==> src/rtl/ram_pkg.sv <==
// Shared defaults and state encoding for the single-clock synchronous RAM.
package ram_pkg;

  localparam int DATA_W_DEF = 8;
  localparam int ADDR_W_DEF = 6;

  typedef enum logic {
    CLEAR = 1'b0,
    READY = 1'b1
  } ram_state_t;

endpackage : ram_pkg

==> src/rtl/ram_clear_seq.sv <==
// Post-reset clear sequencer: walks every address once, writing zero, then
// hands the memory over to the user port and raises init_done.
module ram_clear_seq
  import ram_pkg::*;
#(
  parameter int DATA_W = DATA_W_DEF,
  parameter int ADDR_W = ADDR_W_DEF
) (
  input  logic              clk,
  input  logic              rst_n,
  output logic              clr_we,
  output logic [ADDR_W-1:0] clr_addr,
  output logic [DATA_W-1:0] clr_data,
  output logic              init_done
);

  localparam logic [ADDR_W-1:0] LAST_ADDR = '1;

  ram_state_t        r_state;
  logic [ADDR_W-1:0] r_ptr;
  logic              r_init_done;

  // NOTE: sequential state uses non-blocking assignments only, so every
  // register samples the pre-edge values of its neighbours.
  always_ff @(posedge clk) begin
    if (!rst_n) begin
      r_state     <= CLEAR;
      r_ptr       <= '0;
      r_init_done <= 1'b0;
    end else if (r_state == CLEAR) begin
      r_ptr <= r_ptr + ADDR_W'(1);
      if (r_ptr == LAST_ADDR) begin
        r_state     <= READY;
        r_init_done <= 1'b1;
      end
    end
  end

  assign clr_we    = (r_state == CLEAR);
  assign clr_addr  = r_ptr;
  assign clr_data  = '0;
  assign init_done = r_init_done;

endmodule : ram_clear_seq

==> src/rtl/single_clock_sync_ram.sv <==
// Simple-dual-port synchronous RAM with 1-cycle registered read and a
// post-reset clear. Define RAM_RDW_BYPASS_EN for write-first same-address reads.
module single_clock_sync_ram
  import ram_pkg::*;
#(
  parameter int DATA_W = DATA_W_DEF,
  parameter int ADDR_W = ADDR_W_DEF
) (
  input  logic              clk,
  input  logic              rst_n,
  input  logic [DATA_W-1:0] data,
  input  logic [ADDR_W-1:0] write_addr,
  input  logic [ADDR_W-1:0] read_addr,
  input  logic              we,
  output logic [DATA_W-1:0] q,
  output logic              init_done
);

  localparam int DEPTH = 2 ** ADDR_W;

  logic [DATA_W-1:0] mem [0:DEPTH-1];

  logic              w_clr_we;
  logic [ADDR_W-1:0] w_clr_addr;
  logic [DATA_W-1:0] w_clr_data;
  logic              w_mem_we;
  logic [ADDR_W-1:0] w_mem_addr;
  logic [DATA_W-1:0] w_mem_data;

  ram_clear_seq #(
    .DATA_W (DATA_W),
    .ADDR_W (ADDR_W)
  ) u_clear_seq (
    .clk       (clk),
    .rst_n     (rst_n),
    .clr_we    (w_clr_we),
    .clr_addr  (w_clr_addr),
    .clr_data  (w_clr_data),
    .init_done (init_done)
  );

  // The sequencer owns the write port while clearing; nothing writes on a reset edge.
  assign w_mem_we   = rst_n & (w_clr_we | we);
  assign w_mem_addr = w_clr_we ? w_clr_addr : write_addr;
  assign w_mem_data = w_clr_we ? w_clr_data : data;

  // NOTE: the array has no reset branch; a per-word reset would prevent
  // block-RAM inference, so zeroing is done by the clear sequencer instead.
  always_ff @(posedge clk) begin
    if (w_mem_we) begin
      mem[w_mem_addr] <= w_mem_data;
    end
  end

`ifdef RAM_RDW_BYPASS_EN
  logic [DATA_W-1:0] r_q_mem;
  logic [DATA_W-1:0] r_byp_data;
  logic              r_byp_hit;

  always_ff @(posedge clk) begin
    if (!rst_n || w_clr_we) begin
      r_q_mem   <= '0;
      r_byp_hit <= 1'b0;
    end else begin
      r_q_mem   <= mem[read_addr];
      r_byp_hit <= we && (write_addr == read_addr);
    end
  end

  // Data register needs no reset: it is only selected while r_byp_hit is set.
  always_ff @(posedge clk) begin
    r_byp_data <= data;
  end

  assign q = r_byp_hit ? r_byp_data : r_q_mem;
`else
  logic [DATA_W-1:0] r_q;

  always_ff @(posedge clk) begin
    if (!rst_n || w_clr_we) begin
      r_q <= '0;
    end else begin
      r_q <= mem[read_addr];
    end
  end

  assign q = r_q;
`endif

endmodule : single_clock_sync_ram

==> config.mk <==
export PLATFORM = sky130hd
export DESIGN_NAME = single_clock_sync_ram
export DESIGN_NICKNAME = d
export VERILOG_FILES = /design/src/rtl/ram_pkg.sv /design/src/rtl/ram_clear_seq.sv /design/src/rtl/single_clock_sync_ram.sv
export SDC_FILE = /design/constraint.sdc
export NUM_CORES = 1
export LEC_CHECK = 0
export ABC_AREA = 1
export CORE_MARGIN = 8
export CORE_UTILIZATION = 40
export DETAILED_ROUTE_END_ITERATION = 16
export PLACE_DENSITY_LB_ADDON = 0.2
export SETUP_SLACK_MARGIN = 0.5
export SLEW_MARGIN = 20
export SYNTH_ARGS = -nofsm -noshare
export SYNTH_HDL_FRONTEND = slang
export SYNTH_SLANG_ARGS = --single-unit
==> constraint.sdc <==
create_clock -name clk -period 2.95 [get_ports clk]
set_input_delay 0.885 -clock clk [delete_from_list [all_inputs] [get_ports clk]]
set_output_delay 0.885 -clock clk [all_outputs]
set_load 0.02 [all_outputs]
# Word-level counts from Yosys, hierarchy flattened
# Memory sizes are Yosys's and may differ from the RTL's. A register that Yosys moved wholly into a read port is not among the register bits.
# Cells that the tools add are included.
# classes
add_sub_neg	1
eq_ne	1
mux	6
bitwise	3
reduce_logical	3
# ops
operator	n
8-bit 2-to-1 mux	1
6-bit by 1-bit adder with 6-bit output (second input constant)	1
6-bit == test (second input constant)	1
6-bit 2-to-1 mux	1
1-bit 2-to-1 mux	4
2-bit AND reduction	1
1-bit bitwise AND	1
1-bit logical NOT	1
1-bit logical OR	1
1-bit NOT	1
1-bit OR	1
# word_totals
ff_bits	8
mem_bits_rw	512
in_bits	23
output_inout_bits	9
memories	1
# mem_list
memory	depth	width	rd	rd_clocked_by_memory_dff	wr	line	source
mem	64	8	1	1	1	single_clock_sync_ram.sv:21	logic [DATA_W-1:0] mem [0:DEPTH-1];

# Longest topological paths before layout
# logic_depth
word_depth	5
mapped_depth	12
mapped_depth_nobuf	9

# Hierarchy
# Synthesis repeated with hierarchy kept, for this count alone.
# hier_totals
hier_cells	1907
hier_area_um2	21906.0
# by_module_without_submodules
mod	n_inst	cells_each	area_per_inst_um2	seq_area_each_um2
single_clock_sync_ram	1	1848	21493.1	15534.9
ram_clear_seq	1	59	412.9	160.2

# Worst setup path before layout
# No wires, ideal clock.
# synth_timing
path_kind	input to register
from	input port write_addr[4]
to	memory mem[46][0] (netlist name), enable pin
t_arrival_ns	2.234
t_required_ns	2.567
path_slack_ns	0.333
stages	6
path_buffers	0
cell_sequence	or2_1 > o21ai_2 > inv_2 > nor2_1 > nand3_4 > nor3_1
# synth_via
elab_chain_len	1
# synth_rtl
item	line	source
start: declaration	single_clock_sync_ram.sv:12	input logic [ADDR_W-1:0] write_addr,
6-bit 2-to-1 mux	single_clock_sync_ram.sv:44	assign w_mem_addr = w_clr_we ? w_clr_addr : write_addr;
end: declaration	single_clock_sync_ram.sv:21	
# Every way passes these cells.

# Worst setup path in the final report
# layout_timing
from	input port write_addr[1]
to	memory mem[61][2] (netlist name), enable pin
# The elaborated chain is that of the path after synthesis.

==> metrics.txt <==
Highest Signal Layer=met5; initial antenna violation count=1; post-synthesis cell type count=31; final hold violations=0; RSZ-0062 raised after global routing=yes; maximum vdd drop=0.3765 mV; layout cells sized above 1=around 14%; die height=250.0 um; most common cell after layout, fill and taps aside=nand2_1; IO Count=32; worst-path fanout max=8; Nets=approximately 2000; Die X-Extent=~250 um; Final period util=between 80 and 90%; status=completed; CP Class=input port to register; vias in the first global route=approximately 15000; placed cell count=between 2000 and 3000; CTS tree=built; total wire length=57.98 mm; DP Area=between 20000 and 25000 um^2; Post-CTS Hold Fix Bufs=0; # clock sinks=approximately 530; syn_area_per_cell=approximately 12 um^2; vias after detailed routing=around 15000; Max Cap Viol=0; Layout area overhead=17.46%; Worst-path clk slew=around 0.06 ns; leakage=around 9.7 nW; Total GRT Usage=18.36%; Power Dens Cells=633.8 nW/um^2; Post-Syn Area=21900 um^2; Total Die Area=62510 um^2; fin. max-slew vios=0; min cycle time layout=roughly 2.5 ns; M1 WL=around 26 mm; cell count after synthesis=1879; Rows=85; CTS H-tree lvls=2; Worst EP arrival=2.80 ns; total core area=about 54000 um^2; most frequent cells in the layout=657 x nand2_1, 512 x edfxtp_1, 437 x nand3_1; Pwr Total=16.31 mW; ANT nets after route=0; antenna diode count=0; Setup Fix Bufs, Post-CTS=0; Via-to-Cell Ratio=approximately 5.3; Req. time, crit path=approximately 3.3 ns; Starting Density=40.54%; DP HPWL=around 37 mm; CP startpoint kind=input port; metal3 WL=around 4 mm; register bit total from synthesis=~530; sequential area share after synthesis=between 70% and 80%; Final Skew=0.01767 ns; crit end category=register; Hold Crit Class=register to register; number of remaining DRC errors=0; Slew @ Worst Pin=0.6543 ns; Slew headroom=between 50% and 60%; met2 wire length=about 26 mm; Setup-failing EPs final=0; # port buffers=31; global-route wire length before repair=~90 mm; clk root buf=clkbuf_16; global route overflow=0; Mapped Nets=between 1500 and 2000; Final GP Congestion=0.8395; YS warnings=0; DRT Pass-1 Iters=7; DRT iter0 DRCs=1454; Clock Tree Buf Depth=3; fmax=399.6 MHz; per-cell routed wire length=~21 um; Non-Filler Cell Area, Final=25730 um^2; TritonCTS Buffers=56; clk_lat worst skew=roughly 0.6 ns; largest net degree at the start of global routing=90; final std cells w/o fill=approximately 2700
[metrics by stage]
stage	setup TNS [ns]	hold slack, ns	utilization (%)	setup slack, ns
2_1_floorplan	0	0.4584	-	0.3328
3_3_place_gp	-6.282	0.4576	44.05	-0.2229
3_5_place_dp	-12.85	0.4672	44.05	-0.2834
4_1_cts	0	0.4728	47.58	0.5018
5_1_grt	0	0.4957	47.62	0.4461
6_report	0	0.4628	47.62	0.4476
[path summary, 6_finish.rpt]
kind | endpoint | startpoint | depth (start not counted) | slack [ns]
setup / recovery | mem[61][2] | write_addr[1] | 9 | 0.45
hold / removal | u_clear_seq.init_done | u_clear_seq.init_done | 1 | 0.46
hold reg to reg | u_clear_seq.init_done | u_clear_seq.init_done | 1 | 0.46
setup reg to reg | mem[61][2] | u_clear_seq.r_state | 9 | 0.70
[Yosys cell counts (all sizes together)]
| cell type | number | area [um^2] |
|---|---|---|
| clkbuf | 21 | 78.83 |
| nand3 | 444 | 2265 |
| nand4 | 2 | 25.02 |
| buf | 90 | 674.4 |
| o21ai | 7 | 65.06 |
| nor4 | 6 | 75.07 |
| nor3 | 8 | 40.04 |
| nor2 | 69 | 286.5 |
| a21oi | 13 | 76.33 |
| nand2 | 657 | 2466 |
| and3 | 2 | 12.51 |
| dfxtp | 16 | 320.3 |
| or2 | 3 | 18.77 |
| o21a | 1 | 7.510 |
| inv | 27 | 106.4 |
| ha | 1 | 12.51 |
| edfxtp | 512 | 15370 |
[layer usage]
metal | vias to the layer above | GRT usage [%]
li1 | 6820 | -
met1 | 7104 | 25.76
met2 | 496 | 29.25
met3 | 85 | 3.066
met4 | 2 | 5.238
met5 | - | 0
[flip-flops by register name, summed over array words and instances (netlist names)]
signal	count
q	8
u_clear_seq.clr_addr	6
u_clear_seq.r_state	1
mem	512
u_clear_seq.init_done	1
[logic make-up (layout without fill, tap and decap cells)]
logic type | count (synthesis) | in the layout | share of synthesized area (%)
compound gates | 21 | 21 | 0.6798
fa+ha+maj | 1 | 1 | 0.05711
buf+inv | 138 | 300 | 3.924
flops | 528 | 528 | 71.65
simple gates | 1191 | 1191 | 23.69
[report_power, final]
group | internal, mW | total (mW) | switching, mW
Sequential | 8.12 | 8.13 | 0.00872
Clock | 4.42 | 7.32 | 2.90
Combinational | 0.287 | 0.858 | 0.571
Total | 12.8 | 16.3 | 3.48
[timing repair]
action,in CTS,in global routing
setup endpoints to repair,18,113
cloned,0,0
resized for setup,4,9
[worst max-delay path, cell delays in order]
cell             delay (ns)
clkdlybuf4s50_1        0.39
or2_1                  0.27
o21ai_4                0.10
inv_2                  0.12
nor2_4                 0.12
nand3_2                0.27
buf_4                  0.28
nor2_1                 0.15
buf_4                  0.20
[area by class of cell]
cell class	count	area, um^2
Timing Repair Buffer	170	1773
Fill cell	4921	28300
Sequential cell	528	15700
Inverter	27	108.9
Multi-Input combinational cell	1213	5375
Clock inverter	31	381.6
Tap cell	696	870.8
Clock buffer	72	1524
No activity file was read; power rests on OpenSTA's default activity.
==> variant 1 (same settings) <==
Register the output `q` once more, without a reset; this adds one clock of latency there. The other outputs are not delayed to match.
--- a/src/rtl/single_clock_sync_ram.sv
+++ b/src/rtl/single_clock_sync_ram.sv
@@ -84,7 +84,9 @@
     end
   end
 
-  assign q = r_q;
+  always_ff @(posedge clk) begin
+    q <= r_q;
+  end
 `endif
 
 endmodule : single_clock_sync_ram
Function: no difference found for any inputs over 10 cycles, from zero or initial values and one cycle with rst_n low; that may be too few to reach the edited logic, so the function may still have changed.
==> variant 1 against the unedited design <==
  * Power fell by 0.91%
  * Setup slack improved by 0.11 ns
  * Sequential cell count increased by 8
  * Combinational power rose by 2%
  * Core utilization fell by 0.38 points
  * Clock skew shrank 0.0027 ns
  * Area after synthesis up 0.55%
  * Wire length up 1.5%
  * Cell area grew 0.57%
  * Largest cell class unchanged
==> variant 1: results (changes against the unedited design) <==
| Metric | Value |
|---|---|
| Initial antenna violation count | 0 (was 1) |
| Top cells by count, synth | nand2_1 (657), edfxtp_1 (512), nand3_1 (437) (unchanged) |
| Crit Path Max Fanout | 1 (was 8) |
| Adder-Cell Fraction of Synth Area | 0.05681% (was 0.05712%) |
| Total GRT Usage | 18.53% (was 18.36%) |
| Syn Inst Count | 1887 (was 1879) |
| Synth unique cells | 29 (was 31) |
| Share of post-route cells with drive strength above 1 | 13.86% (was 13.62%) |
| Register area share after synthesis | 71.98% (was 71.65%) |
| Reg-to-reg setup timing slack | 0.64 ns (was 0.70 ns) |
| Top post-synthesis cells by area | edfxtp_1 (70%), nand2_1 (11%), nand3_1 (9.9%) (was edfxtp_1 (70%), nand2_1 (11%), nand3_1 (10%)) |
| Vias in the first global route | 14450 (was 14570) |
| Post-synthesis compound-gate area fraction | 0.5908% (was 0.6797%) |
| Hold endpoint | q[0] (was u_clear_seq.init_done) |
| Num CTS Buffers | 55 (was 56) |
| Setup ws final | 0.5582 ns (was 0.4476 ns) |
| DR WL/cell | 21.26 um (was 21.18 um) |
| Hold_sp | r_q[0] (was u_clear_seq.init_done) |
| Via count | 14580 (was 14510) |
| Worst R2R End | mem[23][1] (was mem[61][2]) |
| Hold_ws | 0.3245 ns (was 0.4628 ns) |
| LEAKAGE | 9.756 nW (was 9.673 nW) |
| Final nets | 2043 (was 2020) |
| Worst reg-to-reg path cell count | 7 (was 9) |
| Hold Crit Depth | 0 (was 1) |
| Clk_skew | 0.01500 ns (was 0.01767 ns) |
| Final HPWL DP | 36.01 mm (was 36.71 mm) |
| Slew @ Worst Pin | 0.6834 ns (was 0.6543 ns) |
| Worst path arrival time | 1.51 ns (was 2.80 ns) |
| Cells after DPL | 2666 (was 2634) |
| Drt pass-1 iters | 5 (was 7) |
| DR iter-0 viols | 1393 (was 1454) |
| Delay of the slowest cell on the worst path | 0.60 ns (was 0.39 ns) |
| CP endpoint | q[0] (was mem[61][2]) |
| Routability Congestion | 0.8641 (was 0.8395) |
| FILL cells | 4869 (was 4921) |
| Register area | 0.01586 mm^2 (was 0.01570 mm^2) |
| Post-cts resize count | 2 (was 4) |
| Cell Count, Final, Fillers Out | 2768 (was 2737) |
| Asr flop ratio synth | 0% (unchanged) |
| Worst setup path startpoint | q[0] (was write_addr[1]) |
| First-pass GRT wire length | 89.02 mm (was 88.26 mm) |
| Status | finished clean (unchanged) |
| Largest net degree at the start of global routing | 76 (was 90) |
| Placed Area | 0.02403 mm^2 (was 0.02380 mm^2) |
| DP Worst Slack | -0.08084 ns (was -0.2834 ns) |
## variant 1: cells by family after synthesis
group / after synthesis
AO/OA/AOI/OAI: 21
adder cells (fa/ha/maj): 1
buffers and inverters: 138
flip-flops: 536
AND/OR/NAND/NOR: 1191
## variant 1: power by group
part,leakage (nW),internal [mW],switching (mW)
sequential,5.26,8.23,0.00872
clock,0.901,4.21,2.84
combinational,3.60,0.299,0.575
total,9.76,12.7,3.42
## variant 1: area by class of cell
class | instances | share of cell area [%]
inverter | 27 | 0.4207
tap | 704 | 3.404
clock inverter | 30 | 1.252
sequential | 536 | 61.27
timing repair buffer | 186 | 7.210
clock buffer | 72 | 5.846
multi-input combinational | 1213 | 20.59
## variant 1: layer usage
metal / part of all wire (%) / track usage [%]
met2: 47 / 30.08
met3: 6.5 / 3.576
met5: 0 / 0
met4: 2.9 / 5.870
met1: 43 / 24.96
==> variant 2 (same settings) <==
Made on the original files. Set the package constant `ADDR_W_DEF` to 5 (it was 6).
--- a/src/rtl/ram_pkg.sv
+++ b/src/rtl/ram_pkg.sv
@@ -2,7 +2,7 @@
 package ram_pkg;
 
   localparam int DATA_W_DEF = 8;
-  localparam int ADDR_W_DEF = 6;
+  localparam int ADDR_W_DEF = 5;
 
   typedef enum logic {
     CLEAR = 1'b0,
Interface: changed (resized read_addr and write_addr); port bits go from 32 to 30. The function was not compared with the original's and may differ.
==> variant 2 against the unedited design <==
  * Sequential cell count down 257
  * Critical path depth down 8
  * Area after synthesis down 49%
  * Critical endpoint is now q[1]
  * First-iteration DRC count down 60%
  * Core utilization down 0.40 points
  * Largest cell class unchanged
  * Wire length down 52%
  * Sequential power down 49%
  * Power down 50%
  * Setup slack better by 0.13 ns
  * Cell area down 49%
==> variant 2: results (changes against the unedited design) <==
| Metric | Value |
|---|---|
| Synth unique cells | 23 (was 31) |
| Reg-to-reg setup timing slack | 0.88 ns (was 0.70 ns) |
| Port Buf Inserts | 29 (was 31) |
| Via count | 7309 (was 14510) |
| Hold Crit Depth | 2 (was 1) |
| Worst reg-to-reg path cell count | 9 (unchanged) |
| Crit Path Max Fanout | 1 (was 8) |
| Number of enable flip-flop cells after synthesis | 256 (was 512) |
| Top post-synthesis cells by area | edfxtp_1 (69%), nand2_1 (11%), nand3_1 (7.9%) (was edfxtp_1 (70%), nand2_1 (11%), nand3_1 (10%)) |
| LEAKAGE | 5.024 nW (was 9.673 nW) |
| Clk_skew | 0.01333 ns (was 0.01767 ns) |
| Final nets | 1093 (was 2020) |
| Syn Nets | 1020 (was 1903) |
| Vias in the first global route | 7159 (was 14570) |
| Num CTS Buffers | 29 (was 56) |
| DR iter-0 viols | 584 (was 1454) |
| Final HPWL DP | 16.68 mm (was 36.71 mm) |
| Largest net degree at the start of global routing | 81 (was 90) |
| Worst path arrival time | 1.48 ns (was 2.80 ns) |
| Peak VDD IR | 0.0002383 V (was 0.0003765 V) |
| Slew @ Worst Pin | 0.5402 ns (was 0.6543 ns) |
| Placed Area | 0.01213 mm^2 (was 0.02380 mm^2) |
| Initial antenna violation count | 0 (was 1) |
| Largest register FFs | 256 (was 512) |
| DR WL/cell | 18.84 um (was 21.18 um) |
| Worst-Skew Late Latency | 0.54 ns (was 0.60 ns) |
| Routability Congestion | 0.8129 (was 0.8395) |
| Top cells by count, synth | nand2_1 (335), edfxtp_1 (256), nand3_1 (176) (was nand2_1 (657), edfxtp_1 (512), nand3_1 (437)) |
| Post-cts resize count | 0 (was 4) |
| Total GRT Usage | 16.42% (was 18.36%) |
| Drt pass-1 iters | 6 (was 7) |
| FILL cells | 2516 (was 4921) |
| Delay of the slowest cell on the worst path | 0.61 ns (was 0.39 ns) |
| CTS H-tree depth | 1 (was 2) |
| Worst R2R End | mem[11][7] (was mem[61][2]) |
| Status | finished clean (unchanged) |
| Hold_ws | 0.4747 ns (was 0.4628 ns) |
| Share of post-route cells with drive strength above 1 | 10.62% (was 13.62%) |
| Register area share after synthesis | 71.32% (was 71.65%) |
| First-pass GRT wire length | 42.08 mm (was 88.26 mm) |
## variant 2: final cells by class
type	instances	share of cell area, %
clock buffer	41	6.445
clock inverter	12	0.8320
inverter	26	0.7555
multi-input combinational	647	20.88
sequential	271	61.05
tap	378	3.615
timing repair buffer	95	6.426
## variant 2: how the worst max path moves through the flow
stage                     startpoint          to  depth (start not counted)
2_1_floorplan          write_addr[3]   mem[0][0]                          6
3_3_place_gp                   rst_n  mem[15][4]                          7
3_5_place_dp                   rst_n   mem[7][7]                          7
4_1_cts                         q[1]        q[1]                          1
5_1_grt        u_clear_seq.init_done   init_done                          1
6_report                        q[1]        q[1]                          1
## variant 2: metrics by stage
stage | worst slack [ns] | instances | utilization [%]
after CTS | 0.5545 | 1470 | 47.22
after detailed placement | 0.09093 | 1417 | 43.79
after global placement | 0.1463 | 1417 | 43.79
final | 0.5802 | 1470 | 47.22
after floorplan | 0.7330 | 997 | -
after global routing | 0.5252 | 1470 | 47.22
## variant 2: kinds of logic (layout without fill, tap and decap cells)
group                      count (synthesis)  after routing  synth area share, %
and+or+nand+nor                          610            610                22.51
adders and majority gates                  2              2               0.2234
DFF                                      271            271                71.32
buffers and inverters                     79            174                4.290
AOI/OAI and AO/OA                         35             35                1.653
## variant 2: where the power goes
| group | total [mW] | internal [mW] | leakage, nW | switching (mW) |
|---|---|---|---|---|
| clock network | 3.57 | 2.15 | 0.468 | 1.41 |
| logic | 0.404 | 0.136 | 1.91 | 0.268 |
| registers | 4.18 | 4.17 | 2.65 | 0.00756 |
| total | 8.15 | 6.46 | 5.02 | 1.69 |
## variant 2: layer usage
layer / vias up / share of wire, % / GRT usage, %
met2: 205 / 45 / 25.40
met3: 44 / 5.5 / 2.394
met5: - / 0 / 0
met4: 0 / 2.2 / 4.554
li1: 3567 / - / -
met1: 3493 / 48 / 23.81
